<file path="config.mk">
export PLATFORM = sky130hd
export DESIGN_NAME = seven_seg_bcd_driver
export DESIGN_NICKNAME = d
export VERILOG_FILES = /design/src/rtl/seven_seg_pkg.sv /design/src/rtl/seven_seg_digit_enc.sv /design/src/rtl/seven_seg_bcd_driver.sv
export SDC_FILE = /design/constraint.sdc
export NUM_CORES = 1
export LEC_CHECK = 0
export CAP_MARGIN = 20
export CORE_ASPECT_RATIO = 1.5
export CORE_MARGIN = 2
export CORE_UTILIZATION = 47
export DETAILED_ROUTE_END_ITERATION = 10
export PLACE_DENSITY = 0.69
export SYNTH_ARGS = -nofsm -noshare
export SYNTH_HDL_FRONTEND = slang
export SYNTH_HIERARCHICAL = 1
export SYNTH_SLANG_ARGS = --single-unit
</file>
<file path="constraint.sdc">
create_clock -name i_clk -period 3.1 [get_ports i_clk]
set_clock_uncertainty 0.15 [all_clocks]
set_input_delay 0.62 -clock i_clk [delete_from_list [all_inputs] [get_ports i_clk]]
set_output_delay 0.62 -clock i_clk [all_outputs]
set_load 0.02 [all_outputs]
</file>
<file path="src/rtl/seven_seg_pkg.sv">
// Shared segment codes, FSM state type and helpers for the seven-segment BCD driver.
// Latency: n/a (constants and pure functions only).
// Backpressure: n/a.
package seven_seg_pkg;

    // Active-low segment codes, bit0 = seg 0 ... bit6 = seg 6
    localparam logic [6:0] D0    = 7'b1000000;
    localparam logic [6:0] D1    = 7'b1111001;
    localparam logic [6:0] D2    = 7'b0100100;
    localparam logic [6:0] D3    = 7'b0110000;
    localparam logic [6:0] D4    = 7'b0011001;
    localparam logic [6:0] D5    = 7'b0010010;
    localparam logic [6:0] D6    = 7'b0000010;
    localparam logic [6:0] D7    = 7'b1011000;
    localparam logic [6:0] D8    = 7'b0000000;
    localparam logic [6:0] D9    = 7'b0010000;
    localparam logic [6:0] BLANK = 7'b1111111;
    localparam logic [6:0] DASH  = 7'b0111111;

    typedef enum logic [1:0] {IDLE, CONVERT, LOAD} state_t;

    // Non-decimal nibbles never occur in a valid conversion; show a dash if they do
    function automatic logic [6:0] digit_to_seg(input logic [3:0] nibble);
        case (nibble)
            4'd0:    return D0;
            4'd1:    return D1;
            4'd2:    return D2;
            4'd3:    return D3;
            4'd4:    return D4;
            4'd5:    return D5;
            4'd6:    return D6;
            4'd7:    return D7;
            4'd8:    return D8;
            4'd9:    return D9;
            default: return DASH;
        endcase
    endfunction

    // 10^n evaluated at elaboration; 64 bits covers ten digits with headroom
    function automatic logic [63:0] pow10(input int n);
        logic [63:0] p;
        p = 64'd1;
        for (int i = 0; i < n; i++) begin
            p = p * 64'd10;
        end
        return p;
    endfunction

endpackage

</file>
<file path="src/rtl/seven_seg_digit_enc.sv">
// One BCD nibble to an active-low seven-segment code, with a forced-blank input.
// Latency: combinational.
// Backpressure: none.
module seven_seg_digit_enc
    import seven_seg_pkg::*;
(
    input  logic [3:0] nibble,
    input  logic       blank,
    output logic [6:0] seg
);

    assign seg = blank ? BLANK : digit_to_seg(nibble);

endmodule

</file>
<file path="src/rtl/seven_seg_bcd_driver.sv">
// Binary to decimal seven-segment driver: serial double-dabble, one input bit per cycle; SEVEN_SEG_BLINK_EN adds per-digit blinking.
// Latency: outputs update IN_W+1 edges after the accept edge; one value per IN_W+2 cycles.
// Backpressure: o_ready only in IDLE; i_valid while busy is dropped, nothing is queued.
module seven_seg_bcd_driver
    import seven_seg_pkg::*;
#(
    parameter int IN_W   = 16,
    parameter int DIGITS = 5
`ifdef SEVEN_SEG_BLINK_EN
    ,
    parameter int BLINK_DIV = 25_000_000
`endif
) (
    input  logic                  i_clk,
    input  logic                  i_rst,
    input  logic                  i_valid,
    output logic                  o_ready,
    input  logic [IN_W-1:0]       i_value,
    input  logic                  i_blank_lz,
`ifdef SEVEN_SEG_BLINK_EN
    input  logic [DIGITS-1:0]     i_blink_mask,
`endif
    output logic [DIGITS*7-1:0]   o_seven,
    output logic                  o_done,
    output logic                  o_overflow
);

    localparam logic [63:0] MAX_VAL = pow10(DIGITS) - 64'd1;
    localparam int          CNT_W   = (IN_W > 1) ? $clog2(IN_W) : 1;

    state_t                 state;
    logic [IN_W-1:0]        shreg;
    logic [DIGITS*4-1:0]    bcd;
    logic [DIGITS*4-1:0]    bcd_adj;
    logic [CNT_W-1:0]       bit_cnt;
    logic                   blank_lz_q;
    logic                   ovf_q;
    logic [DIGITS*7-1:0]    seg_q;
    logic [DIGITS*7-1:0]    enc_seg;
    logic [DIGITS-1:0]      blank_vec;
    logic                   above_zero;

    assign o_ready = (state == IDLE);

    // Add-3 correction on every nibble that would reach 10 or more after the shift
    always_comb begin
        bcd_adj = bcd;
        for (int k = 0; k < DIGITS; k++) begin
            if (bcd[4*k +: 4] >= 4'd5) begin
                bcd_adj[4*k +: 4] = bcd[4*k +: 4] + 4'd3;
            end
        end
    end

    // Blank a digit when blanking is on and it and every digit above it are zero; ones digit always shows
    always_comb begin
        blank_vec  = '0;
        above_zero = 1'b1;
        for (int k = DIGITS - 1; k >= 0; k--) begin
            above_zero   = above_zero && (bcd[4*k +: 4] == 4'd0);
            blank_vec[k] = blank_lz_q && above_zero && (k != 0);
        end
    end

    genvar g;
    generate
        for (g = 0; g < DIGITS; g++) begin : g_enc
            seven_seg_digit_enc u_enc (
                .nibble (bcd[4*g +: 4]),
                .blank  (blank_vec[g]),
                .seg    (enc_seg[7*g +: 7])
            );
        end
    endgenerate

    // Control FSM: accept, shift IN_W bits through the BCD register, then latch the display
    always_ff @(posedge i_clk) begin
        if (i_rst) begin
            state      <= IDLE;
            shreg      <= '0;
            bcd        <= '0;
            bit_cnt    <= '0;
            blank_lz_q <= 1'b0;
            ovf_q      <= 1'b0;
            seg_q      <= '1;
            o_done     <= 1'b0;
            o_overflow <= 1'b0;
        end else begin
            o_done <= 1'b0;
            case (state)
                IDLE: begin
                    if (i_valid) begin
                        shreg      <= i_value;
                        blank_lz_q <= i_blank_lz;
                        ovf_q      <= (64'(i_value) > MAX_VAL);
                        bcd        <= '0;
                        bit_cnt    <= CNT_W'(IN_W - 1);
                        state      <= CONVERT;
                    end
                end
                CONVERT: begin
                    // Carries out of the top nibble are dropped; overflowed values show dashes anyway
                    {bcd, shreg} <= {bcd_adj, shreg} << 1;
                    if (bit_cnt == '0) begin
                        state <= LOAD;
                    end else begin
                        bit_cnt <= bit_cnt - 1'b1;
                    end
                end
                LOAD: begin
                    seg_q      <= ovf_q ? {DIGITS{DASH}} : enc_seg;
                    o_overflow <= ovf_q;
                    o_done     <= 1'b1;
                    state      <= IDLE;
                end
                default: state <= IDLE;
            endcase
        end
    end

`ifdef SEVEN_SEG_BLINK_EN
    localparam int DIV_W = (BLINK_DIV > 1) ? $clog2(BLINK_DIV) : 1;

    logic [DIV_W-1:0] blink_cnt;
    logic             blink_phase;

    // Free-running divider: blink phase flips once every BLINK_DIV cycles
    always_ff @(posedge i_clk) begin
        if (i_rst) begin
            blink_cnt   <= '0;
            blink_phase <= 1'b0;
        end else if (blink_cnt == DIV_W'(BLINK_DIV - 1)) begin
            blink_cnt   <= '0;
            blink_phase <= ~blink_phase;
        end else begin
            blink_cnt <= blink_cnt + 1'b1;
        end
    end

    // Masked digits go dark during the blink-on phase
    always_comb begin
        o_seven = seg_q;
        for (int k = 0; k < DIGITS; k++) begin
            if (blink_phase && i_blink_mask[k]) begin
                o_seven[7*k +: 7] = BLANK;
            end
        end
    end
`else
    assign o_seven = seg_q;
`endif

endmodule

</file>
==> results of run 1 <==
## logic make-up (layout without fill, tap and decap cells)
| kind of cell | Yosys count | in the layout | synth area share [%] |
|---|---|---|---|
| flops | 79 | 79 | 32.8 |
| xor+xnor | 9 | 9 | 1.64 |
| buf+inv | 68 | 115 | 7.92 |
| simple gates | 185 | 185 | 19.8 |
| fa+ha+maj | 40 | 40 | 10.4 |
| mux | 7 | 7 | 1.45 |
| compound gates | 160 | 160 | 26.0 |
| other cells | 1 | 6 | 0.0778 |
## state kept, by name (all words and copies together), names as in the netlist
signal,flops
shreg,16
o_seven,35
bcd,20
blank_lz_q,1
state,2
o_done,1
bit_cnt,4
## report_power, final
part | internal (mW) | switching, mW | total (mW)
Sequential | 1.07 | 0.0309 | 1.10
Clock | 0.787 | 0.435 | 1.22
Combinational | 0.183 | 0.218 | 0.401
## per-layer routing
metal,vias up,part of all wire (%),wire length [µm],GRT usage [%]
li1,1990,-,-,-
met1,1870,43,4270,21.4
met2,62,52,5140,33.8
met3,14,2.5,249,3.03
met4,0,1.7,169,7.35
met5,-,0,0,0
## layout by cell type, fill, tap and decap left out, drive strengths merged, types with 7 or more instances in the layout
cell type | Yosys | routed
mux2i | 7 | 7
nor3 | 19 | 19
clkbuf | 3 | 9
nand2b | 12 | 12
o21ai | 19 | 19
nor2b | 58 | 58
dfxtp | 79 | 79
ha | 40 | 40
clkdlybuf4s50 | 0 | 55
a21o | 12 | 12
a22o | 14 | 14
buf | 31 | 10
a31oi | 10 | 10
nor2 | 81 | 81
a21oi | 43 | 43
a211o | 35 | 35
inv | 34 | 34
## final timing paths
kind,from,end,slack (ns),cells past startpoint
setup / recovery,bcd[16],o_seven[11],0.23,10
hold / removal,shreg[14],shreg[14],0.33,2
setup reg to reg,bcd[16],o_seven[11],0.23,10
hold reg to reg,shreg[14],shreg[14],0.33,2
## worst max-delay path: stages, from the launching register on
cell	delay, ns
dfxtp_1	0.37
inv_1	0.11
ha_1	0.15
and4bb_1	0.36
and3_1	0.36
and3_1	0.38
and3_1	0.34
inv_1	0.14
o2111a_1	0.15
a31oi_1	0.15
a211o_1	0.14
## Yosys cell counts, types with 4 or more instances
| library cell | instances | area [µm²] |
|---|---|---|
| a2111oi_4 | 5 | 138 |
| a211o_1 | 35 | 307 |
| a21o_1 | 12 | 90.1 |
| a21oi_1 | 43 | 215 |
| a22o_1 | 14 | 123 |
| a31oi_1 | 9 | 56.3 |
| and3_1 | 4 | 25.0 |
| buf_1 | 6 | 22.5 |
| buf_2 | 8 | 40.0 |
| buf_6 | 14 | 158 |
| dfxtp_1 | 79 | 1580 |
| ha_1 | 40 | 500 |
| inv_1 | 30 | 113 |
| inv_2 | 4 | 15.0 |
| mux2i_1 | 7 | 70.1 |
| nand2_1 | 4 | 15.0 |
| nand2b_1 | 11 | 68.8 |
| nor2_1 | 79 | 297 |
| nor2b_1 | 56 | 350 |
| nor3_1 | 19 | 95.1 |
| o2111a_1 | 4 | 45.0 |
| o21ai_0 | 9 | 45.0 |
| o21ai_1 | 10 | 50.1 |
| o21bai_1 | 4 | 30.0 |
| xnor2_1 | 5 | 43.8 |
| xor2_1 | 4 | 35.0 |
## per-stage QoR
step / power (mW) / area (µm²)
3_5_place_dp: 1.53 / 5370
3_3_place_gp: 1.52 / 5370
6_report: 2.73 / 5720
2_1_floorplan: 1.43 / 4840
5_1_grt: 2.85 / 5720
4_1_cts: 2.76 / 5720
## layout make-up
class | instances | share of cell area [%]
multi-input combinational | 407 | 50.4
sequential | 79 | 27.7
timing repair buffer | 65 | 11.1
clock buffer | 9 | 3.94
tap | 117 | 2.56
inverter | 34 | 2.23
clock inverter | 7 | 2.12
==> metrics.md, run 1 <==
| Metric | Value |
|---|---|
| Final Cycle Share | `slightly above 90%` |
| Post-route antenna net violation count | `0` |
| CP arrival | `3.00 ns` |
| CTS root buffer | `clkbuf_16` |
| Clock sink total | `between 70 and 80` |
| First-pass GRT wire length | `17.0 mm` |
| Crit. End Element | `flip-flop` |
| Outcome | `finished, final reports clean` |
| Vias in the first global route | `3927` |
| Setup TNS | `0 ns` |
| Ant. Diodes | `0` |
| DR vias/cell | `around 5.5` |
| Kind of critical path | `reg -> reg` |
| CTS tree | `yes` |
| Hold WS | `0.329 ns` |
| Slew HR | `roughly 52%` |
| Overall die width | `86.7 µm` |
| Tightest Pin Transition | `0.712 ns` |
| Die Y | `128 µm` |
| GP Congestion | `0.820` |
| MaxCap Viol Count | `0` |
| Post-synth EDFFs | `0` |
| Crit path time final | `2.87 ns` |
| Clock Latency Late Sink | `around 0.34 ns` |
| Post-Syn Area | `4820 µm²` |
| Footprint of the multi-input gates | `2880 µm²` |
| Final Non-Filler Cells | `718` |
| DRT iter0 DRCs | `around 170` |
| # hold bufs at CTS | `0` |
| Fill count | `890` |
| Synth Register Bits | `79` |
| Sequential share of the synthesized area | `32.8%` |
| Clock buffer depth | `2` |
| GRT overflow | `0` |
| YS warnings | `6` |
| Final Setup Violations | `0` |
| Final number of hold-violating endpoints | `0` |
| Hold crit path type | `reg -> reg` |
| Buffers on Ports | `56` |
| Core area | `10100 µm²` |
| Area growth syn-to-layout | `18.6%` |
| Core Util, Final | `56.7%` |
| H-tree depth | `3` |
| FMAX | `348 MHz` |
| CP Max Fanout | `7` |
| Dpl hpwl | `6.53 mm` |
| Ys async rst share | `0%` |
| Setup WS post-layout | `0.229 ns` |
| Required time of the critical path | `3.23 ns` |
| Reg clk slew, reported paths | `0.06 ns` |
| Post-Route WL | `9.83 mm` |
| Share of layout cells above drive strength 1 | `7.15%` |
| Synth unique cells | `between 40 and 50` |
| # rows | `45` |
| Slew Viols, Final | `0` |
| Vias | `3936` |
| Seq. cell area | `1580 µm²` |
| Leak | `2.29 nW` |
| Starting density of the core | `47.8%` |
| Cts repair resizes | `0` |
| Overall Global Routing Usage | `a little under a fifth` |
| Post-CTS Repair Setup Buffers | `0` |
| Synthesized area per cell | `8.78 µm²` |
| Main synth FF type | `dfxtp_1` |
| Cells after Synth | `between 500 and 600` |
| Worst vdd ir | `0.271 mV` |
| Initial antenna violation count | `0` |
| Remaining DRCs | `0` |
| DR pass1 iterations | `5` |
| Die Area | `about 11000 µm²` |
| Pre-CTS setup slack | `roughly 0.25 ns` |
| Dpl cells | `702` |
| CTS Buf Count | `9` |
| Drt wl/cell | `13.7 µm` |
| Ports | `58` |
| Setup repair after global routing missed its margin | `false` |
| Pin count of the biggest net entering global routing | `72` |
| Pwr dens | `between 400 and 500 nW/µm²` |
| Crit path launch type | `flip-flop` |
| Fin nets | `656` |
Note: power is estimated with default switching activity, not from simulation.
==> inputs of run 2 (changes only) <==
- CTS_CLUSTER_DIAMETER: unset -> 120
- SLEW_MARGIN: unset -> 5
==> results of run 2 <==
No change in the layout: final DEF, timing and power equal those of run 1.
==> RTL edit: new RTL, config.mk and constraints of run 1 <==
Change the parameter `DIGITS` from 5 to 4.
--- a/src/rtl/seven_seg_bcd_driver.sv
+++ b/src/rtl/seven_seg_bcd_driver.sv
@@ -5,7 +5,7 @@
     import seven_seg_pkg::*;
 #(
     parameter int IN_W   = 16,
-    parameter int DIGITS = 5
+    parameter int DIGITS = 4
 `ifdef SEVEN_SEG_BLINK_EN
     ,
     parameter int BLINK_DIV = 25_000_000
Ports: changed (resized o_seven); port bits go from 58 to 51. No check against the original RTL was run, so the function may have changed too.
==> RTL edit against run 1 <==
- global-route usage grew 1.8 points
- utilization grew 1.6 points
- combinational power shrank 21%
- final area shrank 14%
- worst setup slack gained 0.20 ns
- total power shrank 14%
- clock power shrank 15%
- via count shrank 7.2%
- sequential cell count shrank 9
- synthesized cell count shrank 7.5%
- routed wire length shrank 6.7%
- area after synthesis shrank 14%
- critical path type unchanged
- critical endpoint is now o_seven[7]
==> RTL edit: results (changes against run 1) <==
| Metric | Value |
|---|---|
| Status | `completed` |
| Met1 wire length | `3.88 mm (-9.0%)` |
| Met2 Wirelength | `4.75 mm (-7.6%)` |
| CP max stage cell | `dfxtp_1` |
| Leakage | `1.99 nW (-13%)` |
| Synth Area in XOR/XNOR | `0.635% (-1.0 points)` |
| Crit-path max FO | `9 (+2)` |
| Max FFs per register | `28 (-20%)` |
| Synth top cells by count | `nand2_1 (92), dfxtp_1 (70), nand3_1 (44), nor2_1 (38), ha_1 (32)` |
| Dpl cells | `645 (-8.1%)` |
| Setup crit start | `bcd[13]` |
| P_int | `1.75 mW (-14%)` |
| Pin count of the biggest net entering global routing | `37 (-49%)` |
| Core Box Area | `0.00846 sq mm (-16%)` |
| Fraction of area in multi-input gates | `49.2% (-1.2 points)` |
| Post-synth cell types | `50 (+8.7%)` |
| Layout Cells excl Fill | `661 (-7.9%)` |
| Via count | `3652 (-7.2%)` |
| Non-CTS inverters | `36 (+5.9%)` |
| GP Congestion | `0.846 (+3.2%)` |
| Sw Ratio | `25.3% (+0.20 points)` |
| GR met3 Demand/Resource | `4.77% (+1.7 points)` |
| Gr usage total | `20.4% (+1.8 points)` |
| Clock transition at path regs | `0.05 ns` |
| Multi-input gates | `377 (-7.4%)` |
| CP endpoint | `o_seven[7]` |
| Met1 Resource Use GR | `24.0% (+2.6 points)` |
| Multi-input gate area | `0.00243 sq mm (-16%)` |
| Vias in the first global route | `3503 (-11%)` |
| DRT Wirelength | `9.17 mm (-6.7%)` |
| Clk cell area share | `6.10% (+0.043 points)` |
| Buffers, non-clock | `55 (-15%)` |
| ANT cells | `0 (unchanged)` |
| Synth Area in Adders | `9.68% (-0.71 points)` |
| Number of fill cells | `784 (-12%)` |
| Flop pwr share | `42.4% (+1.9 points)` |
| Post-synthesis sequential area ratio | `33.9% (+1.1 points)` |
| Crit path time final | `2.67 ns (-0.198 ns)` |
| Place WS | `0.469 ns (+0.216 ns)` |
| Max VDD drop | `0.000316 V (+17%)` |
| Comb power | `0.316 mW (-21%)` |
| DRT Pass-1 Iters | `4 (-1)` |
| Compound-gate portion of the synthesized area | `21.8% (-4.2 points)` |
| Max_slew headroom | `45.9% (-6.6 points)` |
| Port buffer count | `50 (-11%)` |
| Crit-path max cell delay | `0.53 ns (+0.15 ns)` |
| Met2 GRT Util | `34.8% (+0.95 points)` |
| Seq cells | `70 (-11%)` |
| Worst r2r path cells | `9 (-1)` |
| Global-route wire length before repair | `15.8 mm (-7.3%)` |
| Clock buf count | `12 (+3)` |
| Buffering overhead | `10.9% (-0.22 points)` |
| Share of cells above drive strength 1 | `7.40% (+0.25 points)` |
| Placed wire-length estimate | `6.28 mm (-3.9%)` |
| Iteration-0 DRC Markers | `178 (+7.2%)` |
| Crit path arrival time | `2.73 ns (-0.27 ns)` |
| FF/Latch Area | `0.00140 sq mm (-11%)` |
-- RTL edit: changes by cell type after synthesis, sizes merged, moves of 15 or more --
cell,before,now
nor3,19,4
nor2b,58,11
nand2,4,92
nor2,81,39
a211o,35,0
nand3,3,44
a311oi,2,17
a21oi,43,23
-- RTL edit: how the worst min path moves through the flow --
stage / depth (start not counted) / startpoint / slack (ns) / endpoint
global placement: 2 / o_seven[17] / 0.30 / o_seven[17]
detailed placement: 2 / o_seven[11] / 0.30 / o_seven[11]
global route: 2 / o_seven[1] / 0.34 / o_seven[1]
floorplan: 2 / blank_lz_q / 0.30 / blank_lz_q
CTS: 2 / o_seven[11] / 0.32 / o_seven[11]
finish: 2 / o_seven[8] / 0.31 / o_seven[8]
-- RTL edit: worst reg2reg max path, stage by stage (launching register included) --
cell	delay [ns]
dfxtp_1	0.53
inv_1	0.14
ha_1	0.21
and4bb_2	0.27
and4_1	0.31
and4_1	0.31
a2111oi_4	0.40
a21oi_1	0.08
nand2_1	0.08
nand3_1	0.07
